--- config.mk ---
export PLATFORM = sky130hd
export DESIGN_NAME = led_controller
export DESIGN_NICKNAME = d
export VERILOG_FILES = /design/src/rtl/led_controller.sv
export SDC_FILE = /design/constraint.sdc
export NUM_CORES = 1
export LEC_CHECK = 0
export ABC_AREA = 1
export CORE_MARGIN = 1.5
export CORE_UTILIZATION = 55
export DETAILED_ROUTE_END_ITERATION = 7
export DONT_BUFFER_PORTS = 1
export GPL_ROUTABILITY_DRIVEN = 1
export HOLD_SLACK_MARGIN = 0.12
export PLACE_DENSITY = 0.68
export SLEW_MARGIN = 20
export SYNTH_ARGS = -nofsm -noshare
export SYNTH_HDL_FRONTEND = slang
export SYNTH_SLANG_ARGS = --single-unit
export TNS_END_PERCENT = 30
--- constraint.sdc ---
create_clock -name clk -period 3.37 [get_ports clk]
set_clock_uncertainty 0.15 [all_clocks]
set_input_delay 0.337 -clock clk [delete_from_list [all_inputs] [get_ports clk]]
set_output_delay 0.337 -clock clk [all_outputs]
set_load 0.05 [all_outputs]
--- src/rtl/led_controller.sv ---
// Serial LED driver sequencer: shifts words, pulses per-chain latches, bursts gsclk.
// LED_CTRL_GS_AUTO_EN appends a GS_DEFAULT gsclk burst after every WRITE latch.
module led_controller #(
  parameter int DATA_W     = 16,
  parameter int SCLK_HALF  = 1,
  parameter int GS_DEFAULT = 4096
) (
  input  logic        clk,
  input  logic        rst_n,
  input  logic [31:0] instruction,
  output logic        serial,
  output logic        sclk,
  output logic [3:0]  lat,
  output logic        gsclk,
  output logic [3:0]  state
);

  localparam int HW = $clog2(SCLK_HALF + 1);
  localparam int BW = $clog2(DATA_W + 1);
  localparam int GW = 17;

  typedef enum logic [3:0] {
    IDLE     = 4'd0,
    SHIFT_LO = 4'd1,
    SHIFT_HI = 4'd2,
    LATCH    = 4'd3,
    GS_HI    = 4'd4,
    GS_LO    = 4'd5,
    DONE     = 4'd6
  } state_t;

  state_t              state_q, state_d;
  logic [DATA_W-1:0]   shreg_q, shreg_d;
  logic [BW-1:0]       bcnt_q, bcnt_d;
  logic [HW-1:0]       hcnt_q, hcnt_d;
  logic [GW-1:0]       gcnt_q, gcnt_d;
  logic [3:0]          mask_q, mask_d;
  logic                write_q, write_d;

  logic                serial_d;
  logic                sclk_d;
  logic [3:0]          lat_d;
  logic                gsclk_d;

  logic [7:0]          opcode;
  logic [3:0]          mask_in;
  logic [GW-1:0]       gs_n;
  logic                op_shift, op_latch;
  logic                op_write, op_gs;
  logic                half_end;
  logic                unused_bits;

  assign opcode   = instruction[31:24];
  assign mask_in  = (instruction[19:16] == 4'h0)
                  ? 4'hF : instruction[19:16];
  assign gs_n     = (instruction[15:0] == 16'h0)
                  ? GW'(GS_DEFAULT)
                  : {1'b0, instruction[15:0]};
  assign op_shift = (opcode == 8'h01);
  assign op_latch = (opcode == 8'h02);
  assign op_write = (opcode == 8'h04);
  assign op_gs    = (opcode == 8'h08);
  assign half_end = (hcnt_q == HW'(SCLK_HALF - 1));
  assign unused_bits = ^instruction[23:20];

  always_comb begin
    state_d = state_q;
    shreg_d = shreg_q;
    bcnt_d  = bcnt_q;
    hcnt_d  = hcnt_q;
    gcnt_d  = gcnt_q;
    mask_d  = mask_q;
    write_d = write_q;
    unique case (state_q)
      IDLE: begin
        unique case (1'b1)
          op_shift, op_write: begin
            state_d = SHIFT_LO;
            shreg_d = instruction[DATA_W-1:0];
            bcnt_d  = BW'(DATA_W - 1);
            hcnt_d  = '0;
            mask_d  = mask_in;
            write_d = op_write;
          end
          op_latch: begin
            state_d = LATCH;
            mask_d  = mask_in;
            write_d = 1'b0;
          end
          op_gs: begin
            state_d = GS_HI;
            gcnt_d  = gs_n;
            write_d = 1'b0;
          end
          default: ;
        endcase
      end
      SHIFT_LO: begin
        if (half_end) begin
          hcnt_d  = '0;
          state_d = SHIFT_HI;
        end else begin
          hcnt_d = hcnt_q + HW'(1);
        end
      end
      SHIFT_HI: begin
        if (!half_end) begin
          hcnt_d = hcnt_q + HW'(1);
        end else if (bcnt_q == '0) begin
          hcnt_d  = '0;
          state_d = write_q ? LATCH : DONE;
        end else begin
          hcnt_d  = '0;
          bcnt_d  = bcnt_q - BW'(1);
          shreg_d = {shreg_q[DATA_W-2:0], 1'b0};
          state_d = SHIFT_LO;
        end
      end
      LATCH: begin
`ifdef LED_CTRL_GS_AUTO_EN
        if (write_q) begin
          state_d = GS_HI;
          gcnt_d  = GW'(GS_DEFAULT);
        end else begin
          state_d = DONE;
        end
`else
        state_d = DONE;
`endif
      end
      GS_HI: state_d = GS_LO;
      GS_LO: begin
        if (gcnt_q <= GW'(1)) begin
          gcnt_d  = '0;
          state_d = DONE;
        end else begin
          gcnt_d  = gcnt_q - GW'(1);
          state_d = GS_HI;
        end
      end
      DONE:    state_d = IDLE;
      default: state_d = IDLE;
    endcase
  end

  // Pins are registered copies of what the next state implies.
  always_comb begin
    serial_d = 1'b0;
    sclk_d   = 1'b0;
    lat_d    = 4'h0;
    gsclk_d  = 1'b0;
    if (state_d == SHIFT_LO || state_d == SHIFT_HI)
      serial_d = shreg_d[DATA_W-1];
    if (state_d == SHIFT_HI)
      sclk_d = 1'b1;
    if (state_d == LATCH)
      lat_d = mask_d;
    if (state_d == GS_HI)
      gsclk_d = 1'b1;
  end

  always_ff @(posedge clk) begin
    if (!rst_n) begin
      state_q <= IDLE;
      shreg_q <= '0;
      bcnt_q  <= '0;
      hcnt_q  <= '0;
      gcnt_q  <= '0;
      mask_q  <= '0;
      write_q <= 1'b0;
      serial  <= 1'b0;
      sclk    <= 1'b0;
      lat     <= 4'h0;
      gsclk   <= 1'b0;
    end else begin
      state_q <= state_d;
      shreg_q <= shreg_d;
      bcnt_q  <= bcnt_d;
      hcnt_q  <= hcnt_d;
      gcnt_q  <= gcnt_d;
      mask_q  <= mask_d;
      write_q <= write_d;
      serial  <= serial_d;
      sclk    <= sclk_d;
      lat     <= lat_d;
      gsclk   <= gsclk_d;
    end
  end

  assign state = state_q;

endmodule

# Yosys cells after proc, flatten, opt, wreduce, memory -nomap -nowiden
# Cells that the tools add are included.
dict set report word_totals {
  regBits 55
  latchBits 0
  ramBits 0
  mem_bits_ro 0
  input_bits 34
  output_inout_bits 11
  elab_cells 80
  memories 0
}
dict set report op_classes {
  add_sub_neg 3
  multipliers 0
  div 0
  n_lt_le_gt_ge 1
  n_eq_ne 17
  shift 0
  mux 28
  bitwise_logic 0
  n_reduce_logical 19
}
# op n
set op_table {}
lappend op_table {{2-to-1 mux 16 bit} 4}
lappend op_table {{2-to-1 mux 17 bit} 2}
lappend op_table {{one-hot mux 17 bit (2 select lines)} 1}
lappend op_table {{one-hot mux 16 bit (2 select lines)} 1}
lappend op_table {{one-hot mux 4 bit (6 select lines)} 1}
lappend op_table {{2-to-1 mux 4 bit} 5}
lappend op_table {{less-or-equal comparator 17 x 1 -> 1 bit (second input constant)} 1}
lappend op_table {{subtractor 17 x 1 -> 17 bit (second input constant)} 1}
lappend op_table {{== test 4 x 2 -> 1 bit (second input constant)} 4}
lappend op_table {{zero test 16 bit} 1}
lappend op_table {{2-to-1 mux 5 bit} 3}
lappend op_table {{== test 4 x 3 -> 1 bit (second input constant)} 3}
lappend op_table {{one-hot mux 4 bit (3 select lines)} 1}
lappend op_table {{one-hot mux 5 bit (2 select lines)} 1}
lappend op_table {{AND reduction 2 bit} 5}
lappend op_table {{== test 4 x 1 -> 1 bit (second input constant)} 2}
lappend op_table {{== test 8 x 1 -> 1 bit (second input constant)} 1}
lappend op_table {{== test 8 x 2 -> 1 bit (second input constant)} 1}
lappend op_table {{== test 8 x 3 -> 1 bit (second input constant)} 1}
lappend op_table {{== test 8 x 4 -> 1 bit (second input constant)} 1}
lappend op_table {{zero test 4 bit} 2}
lappend op_table {{nonzero test 2 bit} 4}
lappend op_table {{2-to-1 mux 3 bit} 2}
lappend op_table {{inequality test 2 bit (second input constant)} 3}
lappend op_table {{11 further kinds} 17}

# Depth between registers and ports, before layout
# Gate-level depths: netlist (run 1).
dict set report depth {
  word_depth 7
  mapped_depth 10
  mapped_depth_nobuf 10
}

# Least setup slack after synthesis (run 1)
# OpenSTA, ideal clock, no wires.
dict set report synth_path {
  kind {register to register}
  from {register state_q[2] (netlist: state[2])}
  to {register gcnt_q[12]}
  setup_ns 0.117
  arrival_time_ns 1.564
  required_time_ns 3.103
  setup_slack_ns 1.539
  path_stages_with_launch 9
  path_buffers 1
  period_less_slack_ns 1.831
  cell_sequence {dfxtp_1 -> nand2_1 -> nor2_2 -> inv_2 -> nand2_1 -> buf_4 -> o21ai_0 -> nor2_1 -> nor2_1}
}
dict set report synth_via {
  elab_chain_len 3
  word_cells_on_any_way 6
  classes_between {eq/ne: 2; mux: 1; reduce/logical: 3}
}
# element line
set synth_rtl {}
lappend synth_rtl {{from (decl)} 32} ;# state_t state_q, state_d;
lappend synth_rtl {{from (signal assigned)} 176} ;# state_q <= state_d;
lappend synth_rtl {{== test 4 x 3 -> 1 bit or zero test 4 bit (tied branches)} 74} ;# unique case (state_q)
lappend synth_rtl {{nonzero test 2 bit (no line) or inequality test 2 bit (tied branches)} n/a}
lappend synth_rtl {{AND reduction 2 bit (no line)} n/a}
lappend synth_rtl {{to (signal assigned)} 180} ;# gcnt_q <= gcnt_d;
lappend synth_rtl {{to (decl)} 36} ;# logic [GW-1:0] gcnt_q, gcnt_d;
# Several ways; a longest one is shown, not always the timed one.
# A chain may end at the register's enable or synchronous reset.

# Final worst setup path (run 1)
# Ends and elaborated chain as after synthesis.

==> flow_summary_export.csv, run 1 <==
group,metric,value,unit
timing,layout_setup_ws,0.889,ns
logic_synthesis,yosys_warnings,0,
logic_synthesis,syn-instance-count,436,
flow_run,cap_violations,0,
clock_tree,path_clk_slew,0.10,ns
power,ir_drop,0.274,mV
critical_path,cpMaxStageDelayCell,"dfxtp_1",
worst_hold_path,hold_class,"in2reg",
floorplan,num_rows,26,
cells_and_area,fill_cells,504,
logic_synthesis,postSynthAreaPerCell,6.65,sq um
logic_synthesis,synth_area,0.00290,sq mm
clock_tree,cts.sinks,54,
timing,fin_tns_setup,0,ns
route,dr.pass1.iters,6,
logic_synthesis,synth_area_leaders,"dfxtp_1 37%, nand2_1 14%, nor2_1 10%",
route,drc,0,
cells_and_area,drive_above_1_share,0.0646,
route,wirelength,7.11,mm
logic_synthesis,yosys.area.top_type,"dfxtp_1",
clock_tree,numCtsBuffers,5,
critical_path,cp.required,3.42,ns
logic_synthesis,synth-edff-count,0,
grt,track_usage,0.265,
logic_synthesis,synth_fp_nets,474,
route,avgRoutedWirePerCell,13.7,um
status,outcome,"finished, final reports clean",
clock_tree,cts-resized-gates,0,
floorplan,die_h,75.6,um
grt,grt_pass1_wl,11.5,mm
route,wl_met2,3.27,mm
logic_synthesis,ys_seq_area_frac,0.373,
critical_path,critPathMaxStageDelay,0.71,ns
floorplan,fp.coreArea,0.00511,sq mm
floorplan,dieArea,0.00572,sq mm
clock_tree,worstSkewPairLatency,0.31,ns
critical_path,worstSetupPathType,"reg2reg",
floorplan,ios,45,
placed_design,place_worst_setup_slack,0.904,ns
critical_path,cp-start-kind,"flip-flop",
timing,worst_slew_pin_slew,0.916,ns
logic_synthesis,ys_top_cells_by_count,"108 x nand2_1, 79 x nor2_1, 54 x dfxtp_1",
clock_tree,h-tree-depth,2,
critical_path,worstPathArrival,2.54,ns
route,drtAntennaViolNets,0,
timing,hold_viol_final,0,
power,power.density,344,mW/mm^2
route,top_layer_used,"met4",
logic_synthesis,yosysUniqueCellTypes,32,
power,p_total,1.09,mW
clock_tree,cts_post_setup_buffers_inserted,0,
logic_synthesis,synth.top_cell.area_share,0.373,
clock_tree,root_buffer,"clkbuf_8",
logic_synthesis,ys_ff_latch,54,
clock_tree,cts_tree,"done",
timing,relSlewSlack,0.386,
cells_and_area,area_growth,9.49,%
grt,overflow,0,
timing,report.final.setup_viol,0,
logic_synthesis,yosysMostFrequentCell,"nand2_1",
clock_tree,clockBufferDepth,2,
route,vias,2821,
grt,grt_pass1_vias,2494,
grt,antenna_found_initial,0,
logic_synthesis,synthArstFlopShare,0,
grt,grt_max_degree,24,
placed_design,io_buffers,0,
critical_path,crit_chain,"nand2_1 > nor2_2 > inv_2 > nand2_1 > o21ai_0 > nor2_1 > nor2_1",
route,routed-wl-met3,299,um
timing,min_period,2.48,ns
cells_and_area,layout.nets,486,
timing,fmax,403,MHz
route,avgViaCountPerCell,5.44,
critical_path,critPathMaxFanout,20,
route,met1Wirelength,3.44,mm
timing,rsz0062_at_grt,"false",
placed_design,gp_congestion,0.914,
power,leakage,1.36,nW
placed_design,hpwl,4.98,mm
floorplan,start_util,0.568,
route,drt_iter0_drc,190,
floorplan,die_w,75.6,um
cells_and_area,antenna_cells,0,
timing,period_share,0.736,
critical_path,cp-end-kind,"flip-flop",
logic_synthesis,synth_ff_type,"dfxtp_1",
timing,slew_violations,0,
-- stage by stage --
step	hold WS [ns]	cell area, sq um	instances	util
after floorplan	0.272	2900	436	-
after global placement	0.286	2910	494	0.570
after detailed placement	0.299	2910	494	0.570
after CTS	0.146	3180	519	0.622
after global routing	0.170	3180	519	0.622
final	0.164	3180	519	0.622
-- metal layers --
metal,up-vias,global-route usage
met1,1302,0.370
met5,-,0
li1,1446,-
met2,63,0.417
met4,0,0.0794
met3,10,0.0503
-- final cells by class --
class                      count  area [sq um]  area share
multi-input combinational    340          1620       0.511
sequential                    54          1080       0.340
clock inverter                 2          12.5     0.00394
timing repair buffer          18           178      0.0559
inverter                      29           111      0.0351
tap                           70          87.6      0.0276
clock buffer                   6          82.6      0.0260
-- registers in the layout (all words and copies together), names as in the netlist --
name,flops
lat,4
mask_q,4
bcnt_q,5
write_q,1
gsclk,1
state,4
shreg_q,16
gcnt_q,17
serial,1
sclk,1
-- cell families after synthesis --
group                    Yosys count  share of synthesized area
AO/OA/AOI/OAI                     81                      0.148
XOR/XNOR                          13                     0.0392
adder cells (fa/ha/maj)            4                     0.0172
buffers and inverters             42                     0.0677
flip-flops                        54                      0.373
other                              1                    0.00129
AND/OR/NAND/NOR                  241                      0.354
-- repair_timing --
action / 4_1_cts / 5_1_grt
endpoints found under the hold margin: 44 / 0
hold buffers: 17 / 0
setup endpoints to repair: 0 / 0
-- placed cells by master (no fill, tap or decap), types with 2 or more instances in the layout --
cell type / n
a21oi_1: 24
a21oi_2: 2
a31oi_1: 14
clkbuf_8: 6
dfxtp_1: 54
dlygate4sd3_1: 17
ha_1: 4
inv_1: 22
inv_2: 5
nand2_1: 108
nand2_2: 4
nand3_1: 32
nand3_2: 2
nand3b_1: 2
nand4_1: 4
nor2_1: 79
nor2_2: 2
nor2_4: 2
nor3_1: 3
o21ai_0: 41
xnor2_1: 7
xor2_1: 6
-- power by group --
group	leakage (nW)	internal, mW	switching [mW]	total, mW
combinational	0.877	0.0278	0.0390	0.0668
clock	0.0472	0.166	0.217	0.382
sequential	0.435	0.640	0.00496	0.645
total	1.36	0.833	0.261	1.09
-- critical path: cells and delay by family, from the launching register on --
kind | cells | cell delay (ns)
buf+inv | 1 | 0.16
simple gates | 5 | 1.14
compound gates | 1 | 0.21
flops | 1 | 0.71
-- worst paths after layout --
| check | startpoint | end | slack [ns] | cells past startpoint |
|---|---|---|---|---|
| hold / removal | instruction[11] | gcnt_q[11]$_SDFFE_PN0P_ | 0.16 | 4 |
| setup reg to reg | state[2]$_SDFF_PN0_ | gcnt_q[12]$_SDFFE_PN0P_ | 0.89 | 7 |
| setup / recovery | state[2]$_SDFF_PN0_ | gcnt_q[12]$_SDFFE_PN0P_ | 0.89 | 7 |
| hold reg to reg | bcnt_q[0]$_SDFFE_PN0P_ | bcnt_q[0]$_SDFFE_PN0P_ | 0.32 | 1 |
Power figures use the tool's default switching activity.
==> run 2: changes to the inputs <==
Clock period 3.37 ns to 2.45 ns, I/O delays scaled along.
==> run 2 against run 1 <==
  * Utilization is 3.2 points higher
  * Non-clock buffer count up 13
  * Final area increased by 5.2%
  * Critical endpoint is now serial$_SDFF_PN0_
  * Largest power group unchanged
==> flow_summary_export.csv, run 2 (synthesized netlist as in run 1, its figures left out) <==
group,metric,value,unit
status,outcome,"finished, final reports clean",
critical_path,worstPathArrival,2.35,ns
grt,grt_use_met3,0.0595,
power,swShare,0.211,
cells_and_area,top_regs,"gcnt_q (17), shreg_q (16), bcnt_q (5)",
route,dr.pass1.iters,5,
grt,antenna_found_initial,0,
route,drc,0,
clock_tree,cts_tree,"done",
grt,track_usage,0.278,
grt,met1_usage,0.396,
clock_tree,clockBufferDepth,2,
placed_design,dp_cells,500,
timing,period_share,0.933,
route,drt_iter0_drc,129,
worst_hold_path,worstHoldStart,"instruction[25]",
route,avgViaCountPerCell,5.39,
critical_path,cp-end-kind,"flip-flop",
floorplan,num_rows,26,
timing,fin_tns_setup,0,ns
worst_hold_path,hold_end,"write_q$_SDFFE_PN0P_",
power,p_int,1.36,mW
placed_design,place_worst_setup_slack,0.390,ns
power,leakage,1.45,nW
clock_tree,numCtsBuffers,5,
cells_and_area,stdcell_area,0.00334,sq mm
placed_design,io_buffers,0,
route,vias,2868,
critical_path,timing.rr.start,"state[3]$_SDFF_PN0_",
critical_path,ff2ff_path_depth,9,
timing,report.final.setup_viol,0,
grt,grt_pass1_wl,12.1,mm
power,p_seq_frac,0.511,
route,drtAntennaViolNets,0,
placed_design,gp_congestion,0.893,
power,pwr-share-clk,0.427,
floorplan,dieArea,0.00572,sq mm
cells_and_area,layout_commonest_cell,"nand2_1",
cells_and_area,layout.nets,499,
timing,relSlewSlack,0.457,
grt,overflow,0,
grt,globalRoute.busiestLayer,"met2",
cells_and_area,finalNonFillerCells,532,
cells_and_area,multi_input_area,0.00162,sq mm
grt,grt_max_degree,26,
timing,min_period,2.29,ns
grt,use_met2,0.426,
clock_tree,cts_post_setup_buffers_inserted,0,
timing,rsz0062_at_grt,"false",
timing,slew_violations,0,
critical_path,critPathMaxFanout,19,
cells_and_area,drive_above_1_share,0.0779,
timing,layout_setup_ws,0.165,ns
power,power.density,517,mW/mm^2
cells_and_area,regArea,0.00108,sq mm
floorplan,die_h,75.6,um
critical_path,regToRegSetupSlack,0.16,ns
worst_hold_path,hold_class,"in2reg",
floorplan,die_w,75.6,um
cells_and_area,fill_cells,477,
clock_tree,h-tree-depth,2,
power,pwr-share-comb,0.063,
flow_run,cap_violations,0,
critical_path,regToRegEndpoint,"serial$_SDFF_PN0_",
timing,hold_viol_final,0,
floorplan,start_util,0.568,
clock_tree,cts.sinks,54,
timing,fmax,438,MHz
placed_design,hpwl,5.05,mm
floorplan,ios,45,
worst_hold_path,hold_path_depth,5,
grt,grt_pass1_vias,2554,
timing,worst_slew_pin_slew,0.812,ns
cells_and_area,regMostFlops,"gcnt_q",
clock_tree,root_buffer,"clkbuf_8",
placed_design,placed_area,0.00296,sq mm
clock_tree,worstSkewPairLatency,0.31,ns
cells_and_area,largest_reg_flops,17,
cells_and_area,antenna_cells,0,
clock_tree,path_clk_slew,0.10,ns
critical_path,cp.required,2.51,ns
cells_and_area,final_cell_mix,"108 x nand2_1, 79 x nor2_1, 53 x dfxtp_1",
cells_and_area,area_growth,15.1,%
route,wirelength,7.40,mm
critical_path,cp-start-kind,"flip-flop",
floorplan,fp.coreArea,0.00511,sq mm
power,p_total,1.73,mW
power,switchingPower,0.365,mW
critical_path,worstSetupPathType,"reg2reg",
route,avgRoutedWirePerCell,13.9,um
power,ir_drop,0.422,mV
run 2: layout make-up:
class                   count  area share
clock buffers               6      0.0247
clock inverters             2      0.0180
inverters                  29      0.0333
multi-input cells         340       0.486
flip-flops and latches     54       0.324
well taps                  70      0.0262
repair buffers             31      0.0876
run 2: per-layer routing:
metal  share of wire  wire length [um]
met5               0                 0
met4           0.014               103
met3           0.052               386
met2            0.46              3370
met1            0.48              3540
run 2: how the worst max path moves through the flow:
| stage | endpoint | from | cells past startpoint |
|---|---|---|---|
| 5_1_grt | serial$_SDFF_PN0_ | state[3]$_SDFF_PN0_ | 9 |
| 3_3_place_gp | gcnt_q[2]$_SDFFE_PN0P_ | state[1]$_SDFF_PN0_ | 8 |
| 6_report | serial$_SDFF_PN0_ | state[3]$_SDFF_PN0_ | 9 |
| 3_5_place_dp | gcnt_q[4]$_SDFFE_PN0P_ | state[1]$_SDFF_PN0_ | 8 |
| 2_1_floorplan | gcnt_q[12]$_SDFFE_PN0P_ | state[2]$_SDFF_PN0_ | 8 |
| 4_1_cts | serial$_SDFF_PN0_ | state[1]$_SDFF_PN0_ | 9 |
run 2: worst max-delay path: stages (launching register included):
cell and delay (ns):
dfxtp_1 0.36, nor2_4 0.19, nand2_2 0.10, nor2_4 0.16
nand2_1 0.14, nand2_2 0.15, inv_4 0.11, a21oi_1 0.21
nor2_1 0.06, dlygate4sd3_1 0.54
run 2: through the flow:
step                hold WS (ns)  utilization
floorplan                  0.211            -
global placement           0.221        0.579
detailed placement         0.224        0.579
CTS                        0.129        0.654
global route               0.161        0.654
finish                     0.129        0.654
run 2: timing repair:
action                     CTS  global route
setup endpoints to repair    0             1
gates resized for setup      0             1
hold buffers                24             0
hold endpoints to repair    48             0
run 2: power groups by stage:
stage | registers, mW | logic (mW) | clock network [mW]
floorplan | 0.907 | 0.0519 | 0
finish | 0.883 | 0.108 | 0.737
CTS | 0.883 | 0.107 | 0.750
global placement | 0.903 | 0.0657 | 0
detailed placement | 0.903 | 0.0661 | 0
global route | 0.884 | 0.118 | 0.782
==> run 3: changes to the inputs <==
Settings changed: CTS_BUF_LIST set to sky130_fd_sc_hd__clkbuf_16.
==> run 3 against run 2 <==
  * Fmax increased by 5.8%
  * Flip-flop and latch count unchanged
  * Power increased by 9.8%
  * Largest cell class unchanged
==> flow_summary_export.csv, run 3 (synthesized netlist as in run 1, its figures left out) <==
group,metric,value,unit
clock_tree,cts.sinks,54,
placed_design,gp_congestion,0.893,
placed_design,io_buffers,0,
floorplan,dieArea,0.00572,sq mm
timing,fmax,463,MHz
cells_and_area,largest_reg_flops,17,
timing,fin_tns_setup,0,ns
critical_path,critPathMaxFanout,25,
timing,relSlewSlack,0.446,
power,p_total,1.90,mW
clock_tree,numCtsBuffers,5,
critical_path,worstPathArrival,2.24,ns
worst_hold_path,worstHoldStart,"instruction[25]",
grt,overflow,0,
flow_run,cap_violations,0,
grt,grt_pass1_wl,12.1,mm
clock_tree,worstSkewPairLatency,0.29,ns
power,switchingPower,0.390,mW
worst_hold_path,hold_class,"in2reg",
clock_tree,cts_tree,"done",
clock_tree,root_buffer,"clkbuf_16",
floorplan,ios,45,
grt,grt_max_degree,26,
floorplan,fp.coreArea,0.00511,sq mm
route,vias,2894,
critical_path,cp-start-kind,"input pin",
critical_path,regToRegEndpoint,"gcnt_q[4]$_SDFFE_PN0P_",
floorplan,die_w,75.6,um
timing,layout_setup_ws,0.290,ns
power,leakage,1.45,nW
clock_tree,h-tree-depth,2,
timing,period_share,0.882,
placed_design,hpwl,5.05,mm
clock_tree,path_clk_slew,0.07,ns
placed_design,place_worst_setup_slack,0.390,ns
power,p_seq_frac,0.465,
power,power.density,565,mW/mm^2
timing,timing.hold.ws,0.153,ns
critical_path,cp-end-kind,"flip-flop",
timing,rsz0062_at_grt,"false",
timing,slew_violations,0,
critical_path,regToRegSetupSlack,0.33,ns
timing,min_period,2.16,ns
power,pwr-share-comb,0.056,
critical_path,worstSetupPathType,"in2reg",
critical_path,timing.rr.start,"state[1]$_SDFF_PN0_",
timing,report.final.setup_viol,0,
route,drt_iter0_drc,169,
timing,worst_slew_pin_slew,0.829,ns
route,wirelength,7.42,mm
route,avgRoutedWirePerCell,14.0,um
critical_path,ff2ff_path_depth,8,
cells_and_area,drive_above_1_share,0.0741,
route,drc,0,
critical_path,cp.required,2.53,ns
cells_and_area,stdcell_area,0.00336,sq mm
placed_design,placed_area,0.00296,sq mm
route,avgViaCountPerCell,5.47,
grt,antenna_found_initial,0,
worst_hold_path,hold_end,"write_q$_SDFFE_PN0P_",
grt,grt_pass1_vias,2534,
route,drtAntennaViolNets,0,
status,outcome,"finished, final reports clean",
cells_and_area,antenna_cells,0,
power,pwr-share-clk,0.479,
floorplan,die_h,75.6,um
cells_and_area,final_cell_mix,"108 x nand2_1, 79 x nor2_1, 54 x dfxtp_1",
power,swShare,0.206,
floorplan,num_rows,26,
power,ir_drop,0.460,mV
grt,track_usage,0.281,
route,dr.pass1.iters,5,
cells_and_area,fill_cells,471,
timing,hold_viol_final,0,
worst_hold_path,hold_path_depth,5,
clock_tree,clockBufferDepth,2,
clock_tree,cts_post_setup_buffers_inserted,0,
clock_tree,cts-resized-gates,0,
clock_tree,hold_buffers,21,
floorplan,start_util,0.568,
cells_and_area,area_growth,15.7,%
power,p_int,1.51,mW
cells_and_area,regMostFlops,"gcnt_q",
cells_and_area,layout.nets,496,
cells_and_area,layout_commonest_cell,"nand2_1",
cells_and_area,top_regs,"gcnt_q (17), shreg_q (16), bcnt_q (5)",
==> run 3: cell count changes in the layout (fill, tap and decap cells not counted), sizes merged <==
cell / change
clkbuf: -1
clkinv: +1
dlygate4sd3: -3
==> run 3: cell type report <==
cell class                 count  area (sq um)  share of cell area
sequential                    54          1080               0.322
clock buffer                   5           125              0.0373
clock inverter                 3          63.8              0.0190
inverter                      29           111              0.0332
tap                           70          87.6              0.0261
timing repair buffer          28           263              0.0783
multi-input combinational    340          1620               0.484
==> run 3: layer usage <==
metal,vias up,share of wire,global-route usage
met5,-,0,0
met4,0,0.017,0.0813
met3,16,0.064,0.0648
met2,98,0.45,0.435
met1,1313,0.47,0.393
li1,1467,-,-
==> run 3: worst max-delay path, cell delays in order <==
cell,delay [ns]
dlygate4sd3_1,1.08
clkinv_1,0.20
buf_4,0.27
a21oi_2,0.19
nand3_2,0.13
nor2_1,0.11
==> run 3: metrics by stage <==
step	instances	util
CTS	529	0.657
global route	529	0.657
floorplan	436	-
finish	529	0.657
detailed placement	500	0.579
global placement	500	0.579
==> run 3: power groups by stage <==
stage / clock [mW] / combinational (mW) / sequential (mW)
finish: 0.909 / 0.106 / 0.883
global route: 0.950 / 0.116 / 0.883
CTS: 0.922 / 0.104 / 0.883
detailed placement: 0 / 0.0661 / 0.903
global placement: 0 / 0.0657 / 0.903
floorplan: 0 / 0.0519 / 0.907
==> run 3: worst max-delay path by stage <==
stage | startpoint | endpoint | slack [ns]
finish | rst_n | lat[2]$_SDFF_PN0_ | 0.29
global placement | state[1]$_SDFF_PN0_ | gcnt_q[2]$_SDFFE_PN0P_ | 0.46
global route | state[1]$_SDFF_PN0_ | gcnt_q[4]$_SDFFE_PN0P_ | 0.13
floorplan | state[2]$_SDFF_PN0_ | gcnt_q[12]$_SDFFE_PN0P_ | 0.62
CTS | rst_n | lat[2]$_SDFF_PN0_ | 0.30
detailed placement | state[1]$_SDFF_PN0_ | gcnt_q[4]$_SDFFE_PN0P_ | 0.39
